--- config.mk ---
export PLATFORM = sky130hd
export DESIGN_NAME = store_buffer
export DESIGN_NICKNAME = d
export VERILOG_FILES = /design/src/rtl/cpu_pkg.sv /design/src/rtl/sb_fwd_match.sv /design/src/rtl/store_buffer.sv
export SDC_FILE = /design/constraint.sdc
export NUM_CORES = 1
export LEC_CHECK = 0
export CORE_MARGIN = 5
export CORE_UTILIZATION = 58
export CTS_CLUSTER_SIZE = 16
export DETAILED_ROUTE_END_ITERATION = 8
export GPL_TIMING_DRIVEN = 0
export PLACE_DENSITY = 0.82
export SYNTH_ARGS = -nofsm -noshare
export SYNTH_HDL_FRONTEND = slang
export SYNTH_SLANG_ARGS = --single-unit
export TNS_END_PERCENT = 50
--- constraint.sdc ---
create_clock -name clk -period 6.9 [get_ports clk]
set_clock_uncertainty 0.2 [all_clocks]
set_input_delay 1.725 -clock clk [delete_from_list [all_inputs] [get_ports clk]]
set_output_delay 1.725 -clock clk [all_outputs]
set_load 0.005 [all_outputs]
--- src/rtl/cpu_pkg.sv ---
// Shared CPU types for the post-commit store buffer: widths, entry layout and FSM states.
package cpu_pkg;

  localparam int unsigned SB_AW = 7;
  localparam int unsigned SB_DW = 32;

  typedef struct packed {
    logic [SB_AW-1:0] addr;
    logic [SB_DW-1:0] data;
  } sb_entry_t;

  typedef enum logic {
    SB_RUN,
    SB_FENCE
  } sb_state_e;

endpackage

--- src/rtl/sb_fwd_match.sv ---
// Age-ordered forwarding select: youngest matching store (incoming first, then tail-1 .. head).
module sb_fwd_match
  import cpu_pkg::*;
#(
  parameter int unsigned DEPTH = 4,
  parameter int unsigned AW    = SB_AW,
  parameter int unsigned DW    = SB_DW,
  localparam int unsigned PW   = $clog2(DEPTH)
) (
  input  sb_entry_t        entries_i [DEPTH],
  input  logic [DEPTH-1:0] valid_i,
  input  logic [PW-1:0]    head_i,
  input  logic             inc_valid_i,
  input  sb_entry_t        inc_i,
  input  logic [AW-1:0]    ld_addr_i,
  output logic             hit_o,
  output logic [DW-1:0]    data_o
);

  logic [PW-1:0] idx;

  // Walk oldest to youngest so a later (younger) match overrides an earlier one.
  always_comb begin
    hit_o  = 1'b0;
    data_o = '0;
    idx    = '0;
    for (int unsigned i = 0; i < DEPTH; i++) begin
      idx = head_i + PW'(i);
      if (valid_i[idx] && (entries_i[idx].addr == ld_addr_i)) begin
        hit_o  = 1'b1;
        data_o = entries_i[idx].data;
      end
    end
    if (inc_valid_i && (inc_i.addr == ld_addr_i)) begin
      hit_o  = 1'b1;
      data_o = inc_i.data;
    end
  end

endmodule

--- src/rtl/store_buffer.sv ---
// Post-commit store buffer: FIFO of retired stores drained to dm, with load forwarding and fence.
module store_buffer
  import cpu_pkg::*;
#(
  parameter int unsigned DEPTH          = 4,
  parameter int unsigned AW             = SB_AW,
  parameter int unsigned DW             = SB_DW,
  parameter bit          ProtocolAssert = 1'b1,
  localparam int unsigned PW            = $clog2(DEPTH),
  localparam int unsigned CW            = PW + 1
) (
  input  logic          clk,
  input  logic          rst,
  input  logic          st_valid,
  input  logic [AW-1:0] st_addr,
  input  logic [DW-1:0] st_data,
  output logic          sb_full,
  input  logic [AW-1:0] ld_addr,
  output logic          ld_fwd_hit,
  output logic [DW-1:0] ld_fwd_data,
  input  logic          dm_wr_ready,
  output logic          dm_wr,
  output logic [AW-1:0] dm_waddr,
  output logic [DW-1:0] dm_wdata,
  input  logic          fence_req,
  output logic          fence_done,
  output logic          sb_empty,
  output logic [CW-1:0] sb_count
);

  sb_state_e        state_q, state_d;
  logic [PW-1:0]    head_q, head_d;
  logic [PW-1:0]    tail_q, tail_d;
  logic [CW-1:0]    count_q, count_d;
  logic [DEPTH-1:0] valid_q, valid_d;
  logic             fence_done_q, fence_done_d;
  sb_entry_t        mem_q [DEPTH];
  sb_entry_t        inc_entry;
  logic             enq, deq;
  logic             st_overrun;

  assign inc_entry.addr = st_addr;
  assign inc_entry.data = st_data;

  // Full/empty come from registered state only: a drain at full never frees a slot same-cycle.
  assign sb_empty   = (count_q == '0);
  assign sb_full    = (count_q == CW'(DEPTH)) || (state_q == SB_FENCE);
  assign enq        = st_valid && !sb_full;
  assign deq        = !sb_empty && dm_wr_ready;
  assign st_overrun = st_valid && sb_full;

  assign dm_wr      = deq;
  assign dm_waddr   = mem_q[head_q].addr;
  assign dm_wdata   = mem_q[head_q].data;
  assign sb_count   = count_q;
  assign fence_done = fence_done_q;

  always_comb begin
    head_d  = head_q;
    tail_d  = tail_q;
    valid_d = valid_q;
    count_d = count_q + CW'(enq) - CW'(deq);
    if (deq) begin
      valid_d[head_q] = 1'b0;
      head_d          = head_q + PW'(1);
    end
    if (enq) begin
      valid_d[tail_q] = 1'b1;
      tail_d          = tail_q + PW'(1);
    end
  end

  // fence_done is registered, so it rises in the cycle where sb_count first reads 0.
  always_comb begin
    state_d      = state_q;
    fence_done_d = 1'b0;
    unique case (state_q)
      SB_RUN: begin
        if (fence_req) begin
          if ((count_q != '0) || enq) begin
            state_d = SB_FENCE;
          end else begin
            fence_done_d = 1'b1;
          end
        end
      end
      SB_FENCE: begin
        if (count_d == '0) begin
          state_d      = SB_RUN;
          fence_done_d = 1'b1;
        end
      end
      default: state_d = SB_RUN;
    endcase
  end

  always_ff @(posedge clk or negedge rst) begin
    if (!rst) begin
      state_q      <= SB_RUN;
      head_q       <= '0;
      tail_q       <= '0;
      count_q      <= '0;
      valid_q      <= '0;
      fence_done_q <= 1'b0;
    end else begin
      state_q      <= state_d;
      head_q       <= head_d;
      tail_q       <= tail_d;
      count_q      <= count_d;
      valid_q      <= valid_d;
      fence_done_q <= fence_done_d;
    end
  end

  // Payload storage needs no reset; valid bits gate every use.
  always_ff @(posedge clk) begin
    if (enq) begin
      mem_q[tail_q] <= inc_entry;
    end
  end

  sb_fwd_match #(
    .DEPTH(DEPTH),
    .AW   (AW),
    .DW   (DW)
  ) u_fwd (
    .entries_i  (mem_q),
    .valid_i    (valid_q),
    .head_i     (head_q),
    .inc_valid_i(enq),
    .inc_i      (inc_entry),
    .ld_addr_i  (ld_addr),
    .hit_o      (ld_fwd_hit),
    .data_o     (ld_fwd_data)
  );

  if (ProtocolAssert) begin : g_proto_assert
    assert property (@(posedge clk) disable iff (!rst) !st_overrun)
      else $error("store_buffer: st_valid asserted while sb_full");
  end

endmodule

==> impl_metrics.csv <==
group,metric,value,unit
setup_path,r2r_setup_slack,3.29,ns
route,final_antenna_net_count,0,
cells_and_area,multi_input_comb_area,0.00622,mm^2
cells_and_area,regArea,0.00501,mm^2
setup_path,critPathArrivalTime,4.90,ns
cells_and_area,post-route-cell-area,0.0141,mm^2
route,wl,35200,um
synth,synth_compound_area_frac,0.0973,
clocking,hold_buffers,0,
timing,hold_viol_final,0,
cells_and_area,n_fill_cell,1182,
placement,dp.cells,1131,
cells_and_area,final_cell_mix,"edfxtp_1 (156), mux4_2 (149), clkdlybuf4s50_1 (120)",
floorplanning,die_area,0.0227,mm^2
floorplanning,dieWidth,151,um
timing,maxSlewViolCount,0,
placement,dpl_cell_area,0.0131,mm^2
floorplanning,die_y,151,um
cells_and_area,final_cells,1168,
global_routing,grt_max_degree,26,
synth,synth_edf_count,156,
synth,synth_top_family_by_area,"multiplexers",
clocking,clkSinkCount,169,
setup_path,start_kind,"register",
synth,syn_area,0.0115,mm^2
floorplanning,start_util,0.591,
timing,finalSetupViolCount,0,
synth,synth_seq_area_share,0.436,
power_and_ir_drop,ir_drop,0.000222,V
hold_path,min_path_type,"reg2reg",
timing,fmax,146,MHz
synth,synth_fp_nets,801,
cells_and_area,area_growth_syn_to_layout,22.4,%
placement,io_buffers,122,
clocking,root_buffer,"clkbuf_16",
synth,synth_ff_type,"edfxtp_1",
synth,ys_warn_count,0,
setup_path,worstSetupEndpointType,"primary output",
synth,ys_ff_latch,169,
synth,synth_adder_area_share,0.0115,
timing,maxSlewHeadroom,0.359,
synth,synthArstFlopShare,0.0769,
clocking,htreeDepth,4,
clocking,clock_path_buffers,2,
cells_and_area,layout_commonest_cell,"edfxtp_1",
setup_path,worst-path-max-fanout,10,
global_routing,overflow,0,
floorplanning,std_cell_rows,51,
cells_and_area,fin_nets,951,
synth,synthMuxAreaShare,0.315,
clocking,cts_buffers,17,
timing,period_share,0.990,
power_and_ir_drop,p_leak,4.65,nW
synth,synth.distinct_cells,46,
clocking,cts_tree,"built",
synth,avgSynthCellArea,15.5,um^2
route,drc,0,
placement,dp_hpwl,23500,um
floorplanning,ios,130,
route,vias,8866,
global_routing,antenna_found_initial,0,
synth,synth-simple-area-share,0.0644,
route,via_per_inst,7.59,
route,firstDrtPassIters,8,
route,wl_per_cell,30.1,um
synth,syn_inst,740,
clocking,clk_pin_slew,0.06,ns
global_routing,grtUsageTotal,0.315,
power_and_ir_drop,power_density,398,mW/mm^2
floorplanning,coreArea,0.0195,mm^2
cells_and_area,drive_gt1_frac,0.341,
setup_path,critPathKind,"reg2out",
setup_path,critPathRequiredTime,4.97,ns
cells_and_area,diodes,0,
global_routing,grt_pass1_wl,52800,um
status,status,"finished, final reports clean",
timing,min_period,6.83,ns
clocking,insertion_delay,0.43,ns
route,drt_iter0_drc,1343,
run,max_cap_viol_count,0,
timing,tightest_slew,0.962,ns
synth,synth_xor_xnor_area_share,0.0342,
placement,routabilityCongestion,0.857,
global_routing,grt_pass1_vias,9158,
-- state kept, by name, indices dropped and copies added, names as in the netlist --
register / cells
fence_done: 1
head_q: 2
mem_q: 156
sb_count: 3
state_q: 1
tail_q: 2
valid_q: 4
-- power by group --
part / leakage [nW] / switching (mW) / internal [mW] / total (mW)
logic: 2.83 / 1.62 / 1.76 / 3.38
clock network: 0.261 / 0.382 / 0.525 / 0.907
registers: 1.57 / 0.0958 / 1.23 / 1.32
total: 4.65 / 2.09 / 3.51 / 5.60
-- layer usage --
layer  GRT usage  wire length (um)  vias up
met3      0.0781              4660      151
met4       0.147              1560        0
met5           0                 0        -
li1            -                 -     3465
met1       0.394             11300     4405
met2       0.520             17700      845
-- repair_timing --
item | CTS | global route
gates resized for setup | 69 | 30
pin swaps | 4 | 5
endpoints found under the setup margin | 33 | 33
setup buffers | 2 | 4
endpoints found under the hold margin | 0 | 0
-- synth_stat cells, types with 13 or more instances --
cell,n,area (um^2)
a311oi_2,26,390
a31oi_1,32,200
and2_1,26,163
buf_2,23,115
clkbuf_1,42,158
dfrtp_1,13,325
edfxtp_1,156,4680
inv_1,16,60.1
mux2i_1,13,130
mux4_2,149,3360
nor2_1,20,75.1
nor4b_1,35,307
o211ai_1,25,188
o21ai_1,25,125
xnor2_1,24,210
xor2_1,19,166
-- critical path, cell delays in order (launching register included) --
cell,delay [ns]
dfrtp_1,0.37
buf_6,0.15
buf_12,0.16
buf_12,0.15
buf_12,0.15
buf_12,0.15
buf_12,0.16
clkinvlp_4,0.13
ha_4,0.34
buf_12,0.16
mux4_2,0.53
xnor2_2,0.22
nand2_2,0.16
clkbuf_2,0.28
nor4b_1,0.30
a311oi_1,0.10
o31ai_2,0.37
clkdlybuf4s50_1,0.57
-- per-stage QoR --
stage	hold slack (ns)	utilization	setup slack [ns]	setup TNS [ns]	total power, mW
floorplan	0.298	-	0.891	0	3.50
global placement	0.311	0.670	-1.12	-32.69	4.36
detailed placement	0.344	0.675	-1.28	-37.17	4.45
CTS	0.357	0.717	0.00336	0	5.52
global route	0.389	0.723	-0.0414	-0.214	5.83
finish	0.352	0.723	0.0713	0	5.60
-- cell families (layout without fill, tap and decap cells) --
logic type | Yosys count | count (layout)
flops | 169 | 169
fa+ha+maj | 10 | 10
mux | 170 | 170
simple gates | 115 | 115
xor+xnor | 44 | 44
compound gates | 134 | 134
buf+inv | 98 | 261
-- worst paths after layout --
path | startpoint | to | cells after the start
max in group asynchronous | rst | valid_q[0]$_DFF_PN0_ | 1
worst min register to register | tail_q[0]$_DFFE_PN0P_ | tail_q[0]$_DFFE_PN0P_ | 1
min in group asynchronous | rst | valid_q[3]$_DFF_PN0_ | 1
worst min-delay path | tail_q[0]$_DFFE_PN0P_ | tail_q[0]$_DFFE_PN0P_ | 1
worst max register to register | head_q[0]$_DFFE_PN0N_ | head_q[1]$_DFFE_PN0N_ | 15
worst max-delay path | head_q[0]$_DFFE_PN0N_ | ld_fwd_data[17] | 17
-- final cells by class --
class,count,area share
clock inverter,11,0.00747
timing repair buffer,132,0.0960
buffer,81,0.0390
multi-input combinational,473,0.442
inverter,16,0.00453
clock buffer,21,0.0313
tap,265,0.0236
sequential,169,0.356
Note: power is estimated with default switching activity, not from simulation.
